File: src/rtl/alu_pkg.sv
// Function codes and types shared by the shared-ALU arbiter and its ALU.
package alu_pkg;
  typedef logic [3:0] alu_func_t;

  localparam alu_func_t ALU_ADD  = 4'h0;
  localparam alu_func_t ALU_SLL  = 4'h1;
  localparam alu_func_t ALU_SLT  = 4'h2;
  localparam alu_func_t ALU_SLTU = 4'h3;
  localparam alu_func_t ALU_XOR  = 4'h4;
  localparam alu_func_t ALU_SRL  = 4'h5;
  localparam alu_func_t ALU_OR   = 4'h6;
  localparam alu_func_t ALU_AND  = 4'h7;
  localparam alu_func_t ALU_SUB  = 4'h8;
  localparam alu_func_t ALU_SRA  = 4'hD;
endpackage

File: src/rtl/alu_share_arbiter_alu.sv
// Purely combinational 32-bit integer ALU; unknown func codes produce zero.
module alu_share_arbiter_alu
  import alu_pkg::*;
(
  input  logic [31:0] operand_a,
  input  logic [31:0] operand_b,
  input  alu_func_t   f,
  output logic [31:0] s
);

  always_comb begin
    s = '0;
    case (f)
      ALU_ADD:  s = operand_a + operand_b;
      ALU_SUB:  s = operand_a - operand_b;
      ALU_SLL:  s = operand_a << operand_b[4:0];
      ALU_SLT:  s = {31'b0, $signed(operand_a) < $signed(operand_b)};
      ALU_SLTU: s = {31'b0, operand_a < operand_b};
      ALU_XOR:  s = operand_a ^ operand_b;
      ALU_SRL:  s = operand_a >> operand_b[4:0];
      ALU_SRA:  s = $signed(operand_a) >>> operand_b[4:0];
      ALU_OR:   s = operand_a | operand_b;
      ALU_AND:  s = operand_a & operand_b;
      default:  s = '0;
    endcase
  end

endmodule

File: src/rtl/alu_share_arbiter.sv
// Round-robin sharing of one ALU between NREQ valid/ready requesters.
// Two-stage pipeline: ISSUE register -> ALU -> RSP register.
module alu_share_arbiter
  import alu_pkg::*;
#(
  parameter int NREQ  = 2,
  parameter int TAG_W = 5
) (
  input  logic                    i_clk,
  input  logic                    i_reset,
  input  logic [NREQ-1:0]         i_req_valid,
  output logic [NREQ-1:0]         o_req_ready,
  input  logic [NREQ*32-1:0]      i_req_op_a,
  input  logic [NREQ*32-1:0]      i_req_op_b,
  input  logic [NREQ*4-1:0]       i_req_func,
  input  logic [NREQ*TAG_W-1:0]   i_req_tag,
  output logic                    o_rsp_valid,
  input  logic                    i_rsp_ready,
  output logic [31:0]             o_rsp_data,
  output logic [$clog2(NREQ)-1:0] o_rsp_id,
  output logic [TAG_W-1:0]        o_rsp_tag
);

  localparam int ID_W = $clog2(NREQ);
  typedef logic [ID_W-1:0] id_t;

  // First valid requester at or above the pointer, wrapping upward.
  function automatic id_t rr_pick(input logic [NREQ-1:0] req, input id_t ptr);
    id_t  pick;
    logic found;
    int   idx;
    pick  = ptr;
    found = 1'b0;
    for (int off = 0; off < NREQ; off++) begin
      idx = (int'(ptr) + off) % NREQ;
      if (!found && req[idx]) begin
        pick  = id_t'(idx);
        found = 1'b1;
      end
    end
    return pick;
  endfunction

  id_t              rr_ptr;
  id_t              grant_idx;
  logic             grant_any;
  logic [NREQ-1:0]  grant;
  logic             advance;
  logic             issue_free;
  logic             accept;

  logic             iss_valid;
  logic [31:0]      iss_a;
  logic [31:0]      iss_b;
  alu_func_t        iss_func;
  id_t              iss_id;
  logic [TAG_W-1:0] iss_tag;
  logic [31:0]      alu_s;

  always_comb begin
    grant_idx = rr_pick(i_req_valid, rr_ptr);
    grant_any = |i_req_valid;
    grant     = '0;
    if (grant_any) grant[grant_idx] = 1'b1;
  end

  assign advance     = !o_rsp_valid || i_rsp_ready;
  assign issue_free  = !iss_valid || advance;
  assign accept      = grant_any && issue_free && !i_reset;
  assign o_req_ready = (i_reset || !issue_free) ? '0 : grant;

  // A full stall (ISSUE full, RSP held) leaves the pointer and ISSUE untouched.
  always_ff @(posedge i_clk) begin
    if (i_reset) begin
      iss_valid <= 1'b0;
      iss_a     <= '0;
      iss_b     <= '0;
      iss_func  <= ALU_ADD;
      iss_id    <= '0;
      iss_tag   <= '0;
      rr_ptr    <= '0;
    end else if (issue_free) begin
      iss_valid <= accept;
      if (accept) begin
        iss_a    <= i_req_op_a[32*int'(grant_idx) +: 32];
        iss_b    <= i_req_op_b[32*int'(grant_idx) +: 32];
        iss_func <= i_req_func[4*int'(grant_idx) +: 4];
        iss_tag  <= i_req_tag[TAG_W*int'(grant_idx) +: TAG_W];
        iss_id   <= grant_idx;
        rr_ptr   <= (grant_idx == id_t'(NREQ-1)) ? '0 : grant_idx + id_t'(1);
      end
    end
  end

  alu_share_arbiter_alu u_alu (
    .operand_a (iss_a),
    .operand_b (iss_b),
    .f         (iss_func),
    .s         (alu_s)
  );

  always_ff @(posedge i_clk) begin
    if (i_reset) begin
      o_rsp_valid <= 1'b0;
      o_rsp_data  <= '0;
      o_rsp_id    <= '0;
      o_rsp_tag   <= '0;
    end else if (advance) begin
      o_rsp_valid <= iss_valid;
      if (iss_valid) begin
        o_rsp_data <= alu_s;
        o_rsp_id   <= iss_id;
        o_rsp_tag  <= iss_tag;
      end
    end
  end

endmodule

File: config.mk
export PLATFORM = sky130hd
export DESIGN_NAME = alu_share_arbiter
export DESIGN_NICKNAME = d
export VERILOG_FILES = /design/src/rtl/alu_pkg.sv /design/src/rtl/alu_share_arbiter_alu.sv /design/src/rtl/alu_share_arbiter.sv
export SDC_FILE = /design/constraint.sdc
export NUM_CORES = 1
export LEC_CHECK = 0
export BUFFER_PORTS_ARGS = -buffer_cell sky130_fd_sc_hd__clkbuf_2
export CORE_MARGIN = 5
export CORE_UTILIZATION = 30
export CTS_BUF_LIST = sky130_fd_sc_hd__clkbuf_16
export CTS_CLUSTER_DIAMETER = 60
export DETAILED_ROUTE_END_ITERATION = 16
export PLACE_DENSITY = 0.45
export SLEW_MARGIN = 20
export SYNTH_ARGS = -nofsm -noshare
export SYNTH_HDL_FRONTEND = slang
export SYNTH_SLANG_ARGS = --single-unit
export TNS_END_PERCENT = 20
File: constraint.sdc
create_clock -name i_clk -period 6 [get_ports i_clk]
set_input_delay 1.2 -clock i_clk [delete_from_list [all_inputs] [get_ports i_clk]]
set_output_delay 1.2 -clock i_clk [all_outputs]
set_load 0.02 [all_outputs]
==> Word-level counts from Yosys, hierarchy flattened <==
Index checks and enable logic that the tools add are counted.
{ "word_totals": {"ff_bits": 115, "inputBits": 151, "out_inout_bits": 41} }
{ "op_classes": {"n_addsub": 4, "multipliers": 1, "magnitude_cmp": 6, "eq_ne": 9, "shifts": 7, "n_mux": 13, "n_bitwise": 4, "n_reduce_logical": 16} }
{ "op_table": {"columns": ["op", "count"], "rows": [
  ["32-bit one-hot mux with 10 select lines", 1],
  ["64-bit by 7-bit indexed part select with 32-bit output", 2],
  ["32-bit less-than comparator", 2],
  ["32-bit adder", 1],
  ["32-bit AND", 1],
  ["32-bit OR", 1],
  ["32-bit by 5-bit << shifter with 32-bit output", 1],
  ["32-bit by 5-bit right shift with 32-bit output", 1],
  ["32-bit by 5-bit >>> shifter with 32-bit output", 1],
  ["32-bit subtractor", 1],
  ["32-bit bitwise XOR", 1],
  ["4-bit by 3-bit equality test with 1-bit output, second input constant", 4],
  ["10-bit by 5-bit indexed part select with 5-bit output", 1],
  ["1-bit two-way mux", 9],
  ["4-bit by 2-bit equality test with 1-bit output, second input constant", 2],
  ["4-bit equality test, second input constant", 2],
  ["8-bit by 4-bit indexed part select with 4-bit output", 1],
  ["1-bit zero test", 5],
  ["4-bit by 1-bit equality test with 1-bit output, second input constant", 1],
  ["1-bit logical AND", 4],
  ["4-bit zero test", 1],
  ["1-bit by 2-bit less-than comparator with 1-bit output, second input constant", 2],
  ["3-bit by 1-bit multiplier with 4-bit output, first input constant", 1],
  ["2-bit two-way mux", 2],
  ["other kinds (8)", 12]
]} }

==> Longest topological paths before layout <==
{ "depth": {"depth_word": 13, "ltp_mapped": 16, "mapped_depth_nobuf": 13} }

==> Modules after synthesis <==
A second synthesis with hierarchy kept.
{ "unflattened": {"cells_unflattened": 1934, "hier_area_um2": 14400.1} }
{ "by_module_without_submodules": {"columns": ["mod", "n_inst", "cells_per_inst", "area_each_um2", "seq_area_each_um2"], "rows": [
  ["alu_share_arbiter_alu", 1, 1340, 9121.2, 0.0],
  ["alu_share_arbiter", 1, 594, 5278.8, 2302.2]
]} }

==> Worst setup path after synthesis <==
OpenSTA, ideal clock, no wires.
{ "synth_timing": {"kind": "input to output", "startpoint": "input port i_reset", "endpoint": "output port o_req_ready[1]", "arrival_time_ps": 2417, "required_time_ps": 4800, "slack_ps": 2383, "cell_stages": 7, "cell_sequence": "clkbuf_1 -> a21oi_1 -> o21a_1 -> clkbuf_1 -> clkbuf_1 -> nand2_1 -> inv_1"} }
{ "synth_via": {"elab_chain_len": 2} }
{ "synth_rtl": {"columns": ["element", "line_no", "source"], "rows": [
  ["from (decl)", "alu_share_arbiter.sv:10", "input logic i_reset,"],
  ["1-bit logical OR", "alu_share_arbiter.sv:70", "assign o_req_ready = (i_reset || !issue_free) ? '0 : grant;"],
  ["2-bit two-way mux", "alu_share_arbiter.sv:70", null],
  ["to (decl)", "alu_share_arbiter.sv:12", "output logic [NREQ-1:0] o_req_ready,"]
]} }
No other way between the ends.

==> Worst setup path in the final report <==
{ "layout_timing": {"startpoint": "register iss_b[2]", "endpoint": "register o_rsp_data[28]"} }
{ "layout_via": {"elab_chain_len": 2, "word_cells_on_any_way": 6} }
{ "layout_rtl": {"columns": ["element", "line_no", "source"], "rows": [
  ["from (decl)", "alu_share_arbiter.sv:54", "logic [31:0] iss_b;"],
  ["from (signal assigned)", "alu_share_arbiter.sv:86", "iss_b <= i_req_op_b[32*int'(grant_idx) +: 32];"],
  ["32-bit subtractor, or another cell as far along", "alu_share_arbiter_alu.sv:15", "ALU_SUB: s = operand_a - operand_b;"],
  ["32-bit one-hot mux with 10 select lines *", "alu_share_arbiter_alu.sv:13", "case (f)"],
  ["to (signal assigned)", "alu_share_arbiter.sv:111", "o_rsp_data <= alu_s;"],
  ["to (decl)", "alu_share_arbiter.sv:19", "output logic [31:0] o_rsp_data,"]
]} }
Every way passes the cells marked *; elsewhere a longest branch is shown, timed or not.
A chain may end at the register's enable or synchronous reset.

==> results_dict.tcl <==
set metrics [dict create \
    cts.repair_timing.setup_buffer_count 0 \
    die_h_um 223.0 \
    worst-setup-path-type "register to register" \
    final-seq-area_um2 2312 \
    detail_route.drc_violations 0 \
    ys_warn_count 0 \
    seq_area_frac_synth_pct 16.91 \
    final.setup.worst_slack_ns 1.818 \
    design_power_total_mw 3.586 \
    wirelength_um 66630 \
    synthDominantAreaCellType "sky130_fd_sc_hd__dfxtp_1" \
    globalplace.congestion 1.008 \
    synthArstFlopShare_pct 0 \
    max_clock_freq_mhz 239.1 \
    detail_route.vias_per_cell 6.008 \
    clkSinkCount 115 \
    worst_margin_pin_slew_ns 1.063 \
    yosys-top-cells-area "sky130_fd_sc_hd__dfxtp_1 (17%), sky130_fd_sc_hd__ha_1 (8.9%), sky130_fd_sc_hd__nand2_1 (6.8%), sky130_fd_sc_hd__mux4_2 (6.8%), sky130_fd_sc_hd__a21oi_1 (6.1%)" \
    setup-tns-final_ns 0 \
    setup.reg_to_reg.worst_slack_ns 1.82 \
    pre_cts_slack_ns 1.935 \
    clkTransAtPathRegs_ns 0.06 \
    cp-end-kind "register" \
    nFillCells 4856 \
    cts-htree-levels 4 \
    synth_largest_type_area_fraction_pct 16.91 \
    grt_usage_pct 25.75 \
    die-area_um2 49750 \
    placed_cell_area_um2 14960 \
    grt_overflow 0 \
    vdd.ir_drop.worst_mv 0.1458 \
    synth_edf_count 0 \
    worst_ep_arrival_time_ns 4.53 \
    postCtsHoldBufs 0 \
    first_global_vias 14804 \
    timing.final.crit_share_pct 69.70 \
    total_power_density_per_cell_area_nw_per_um2 230.4 \
    grt_pass1_wl_um 97910 \
    core_region_area_um2 45190 \
    cts_tree "done" \
    total_leakage_power_nw 6.038 \
    status "finished clean" \
    worst_hold_class "register to register" \
    floorplan.rows 78 \
    crit_chain "buf_4 -> inv_1 -> buf_4 -> ha_1 -> o21ai_0 -> a21oi_1 -> o211ai_1 -> a2111oi_2 -> a2111oi_0 -> o21ai_0 -> a41oi_1 -> o41ai_1" \
    cpMaxStageDelayCell "sky130_fd_sc_hd__a2111oi_0" \
    drt_iter0_drc 1562 \
    yosys.cell_types.count 82 \
    count_of_endpoints_failing_setup_in_the_final_report 0 \
    initial_standard_cell_utilization_of_the_core_pct 30.13 \
    multi_input_comb_area_um2 10220 \
    cts.repair.resized 0 \
    drt_first_pass_iters 7 \
    routed_via_count 15530 \
    drtAntennaViolNets 0 \
    synth_ff_type "sky130_fd_sc_hd__dfxtp_1" \
    insertion_delay_ns 0.48 \
    finalHoldViolCount 0 \
    cts.path.max_buffers 2 \
    post_synth_net_total 2141 \
    cp_startpoint_kind "register" \
    synth.cells.most_frequent "sky130_fd_sc_hd__nand2_1 (246), sky130_fd_sc_hd__nor2_1 (187), sky130_fd_sc_hd__a21oi_1 (165), sky130_fd_sc_hd__clkbuf_1 (122), sky130_fd_sc_hd__dfxtp_1 (115)" \
    fin_nets 2221 \
    port_buffers 191 \
    cts_inserted_buffers 17 \
    grt_max_degree 78 \
    min_period_ns 4.182 \
    io_pins 192 \
    layout_cell_area_excl_fill_um2 15560 \
    post_synth_instance_area_um2 13620 \
    cts.root.buffer_cell "sky130_fd_sc_hd__clkbuf_16" \
    timing.hold.ws_ns 0.4579 \
    yosysMostFrequentCell "sky130_fd_sc_hd__nand2_1" \
    syn_area_per_cell_um2 7.200 \
    syn_inst 1891 \
    fraction_of_layout_instances_using_a_drive_strength_above_1_pct 18.60 \
    wl_per_cell_um 25.78 \
    area_growth_syn_to_layout_pct 14.31 \
    number_of_antenna_violations_at_the_first_check_in_global_routing 3 \
    worst_slew_margin_rel_pct 29.07 \
    rsz0062_at_grt "no" \
    finClkSkew_ns 0.01147 \
    cp_max_fo 42 \
    max_slew_violations 0 \
    max-cap-violations 0 \
    critPathRequiredTime_ns 6.35 \
    die_x_um 223.0 \
    yosys_register_bits 115 \
    dp_hpwl_um 48980 \
    max_stage_delay_ns 0.75 \
]
[registers in the layout (all words and copies together), names as in the netlist]
| signal | flops |
|---|---|
| iss_a | 32 |
| o_rsp_data | 32 |
| iss_func | 4 |
| iss_tag | 5 |
| rr_ptr | 1 |
| o_rsp_id | 1 |
| o_rsp_tag | 5 |
| o_rsp_valid | 1 |
| iss_b | 32 |
| iss_valid | 1 |
| iss_id | 1 |
[kinds of logic after synthesis]
group | after synthesis | share of synthesized area, %
DFF | 115 | 16.91
buffers and inverters | 275 | 8.326
adders and majority gates | 100 | 9.281
xor gates and xnor gates | 13 | 0.8362
AOI/OAI and AO/OA | 619 | 30.48
muxes | 124 | 13.54
and+or+nand+nor | 645 | 20.63
[final timing paths]
check / cells after the start / start / to
max reg2reg: 12 / iss_b[2] / o_rsp_data[28]
min: 2 / iss_tag[0] / o_rsp_tag[0]
max: 12 / iss_b[2] / o_rsp_data[28]
min reg2reg: 2 / iss_tag[0] / o_rsp_tag[0]
[power by group]
group,internal [mW],switching (mW)
logic,0.546,1.03
registers,0.824,0.0989
clock network,0.621,0.461
[cell usage in the layout (no fill, tap or decap), types with 8 or more instances in the layout]
cell / netlist / layout
sky130_fd_sc_hd__mux2_2: 19 / 19
sky130_fd_sc_hd__ha_1: 97 / 97
sky130_fd_sc_hd__a222oi_1: 17 / 17
sky130_fd_sc_hd__mux2i_1: 60 / 60
sky130_fd_sc_hd__nand4_1: 10 / 10
sky130_fd_sc_hd__nand2_1: 246 / 246
sky130_fd_sc_hd__nand2b_1: 9 / 8
sky130_fd_sc_hd__xnor2_1: 11 / 11
sky130_fd_sc_hd__a22oi_1: 8 / 8
sky130_fd_sc_hd__a31oi_1: 75 / 75
sky130_fd_sc_hd__nor3_1: 54 / 52
sky130_fd_sc_hd__inv_1: 93 / 93
sky130_fd_sc_hd__a31o_2: 11 / 11
sky130_fd_sc_hd__o21ai_0: 86 / 86
sky130_fd_sc_hd__nand3_1: 81 / 81
sky130_fd_sc_hd__a2111oi_0: 10 / 10
sky130_fd_sc_hd__a211oi_1: 38 / 38
sky130_fd_sc_hd__buf_4: 13 / 48
sky130_fd_sc_hd__a311oi_1: 9 / 9
sky130_fd_sc_hd__nor2b_1: 10 / 10
sky130_fd_sc_hd__a221oi_1: 8 / 8
sky130_fd_sc_hd__a21o_1: 25 / 25
sky130_fd_sc_hd__a21oi_1: 165 / 165
sky130_fd_sc_hd__o31ai_1: 21 / 21
sky130_fd_sc_hd__nor4_1: 13 / 12
sky130_fd_sc_hd__o21bai_1: 16 / 16
sky130_fd_sc_hd__clkbuf_2: 0 / 190
sky130_fd_sc_hd__clkbuf_16: 0 / 17
sky130_fd_sc_hd__mux4_2: 41 / 41
sky130_fd_sc_hd__o211ai_1: 30 / 30
sky130_fd_sc_hd__nor2_1: 187 / 185
sky130_fd_sc_hd__and3_1: 11 / 10
sky130_fd_sc_hd__dfxtp_1: 115 / 111
[area by class of cell]
class,instances,share of cell area (%)
diodes,1,0.01608
clock buffers,17,2.733
clock inverters,15,1.109
inverters,98,2.364
multi-input cells,1501,65.67
flip-flops and latches,115,14.86
well taps,600,4.824
repair buffers,238,8.425
[stage by stage]
stage / util, % / instances
after floorplan: - / 1891
after global placement: 33.11 / 2552
after detailed placement: 33.11 / 2552
after CTS: 34.44 / 2584
after global routing: 34.44 / 2584
final: 34.44 / 2585
[critical path, delay by kind of cell (launching register included)]
family	cells	cell delay [ns]
buffers and inverters	3	0.84
AO/OA/AOI/OAI	8	2.61
flip-flops	1	0.31
adder cells (fa/ha/maj)	1	0.30
[layer usage]
layer / part of all wire, % / up-vias / track usage (%)
met2: 45 / 694 / 39.30
met1: 45 / 7577 / 36.42
met5: 0.050 / - / 0
met4: 3.1 / 4 / 9.466
met3: 7.4 / 102 / 4.434
li1: - / 7153 / -
(Power assumes the default switching activity.)
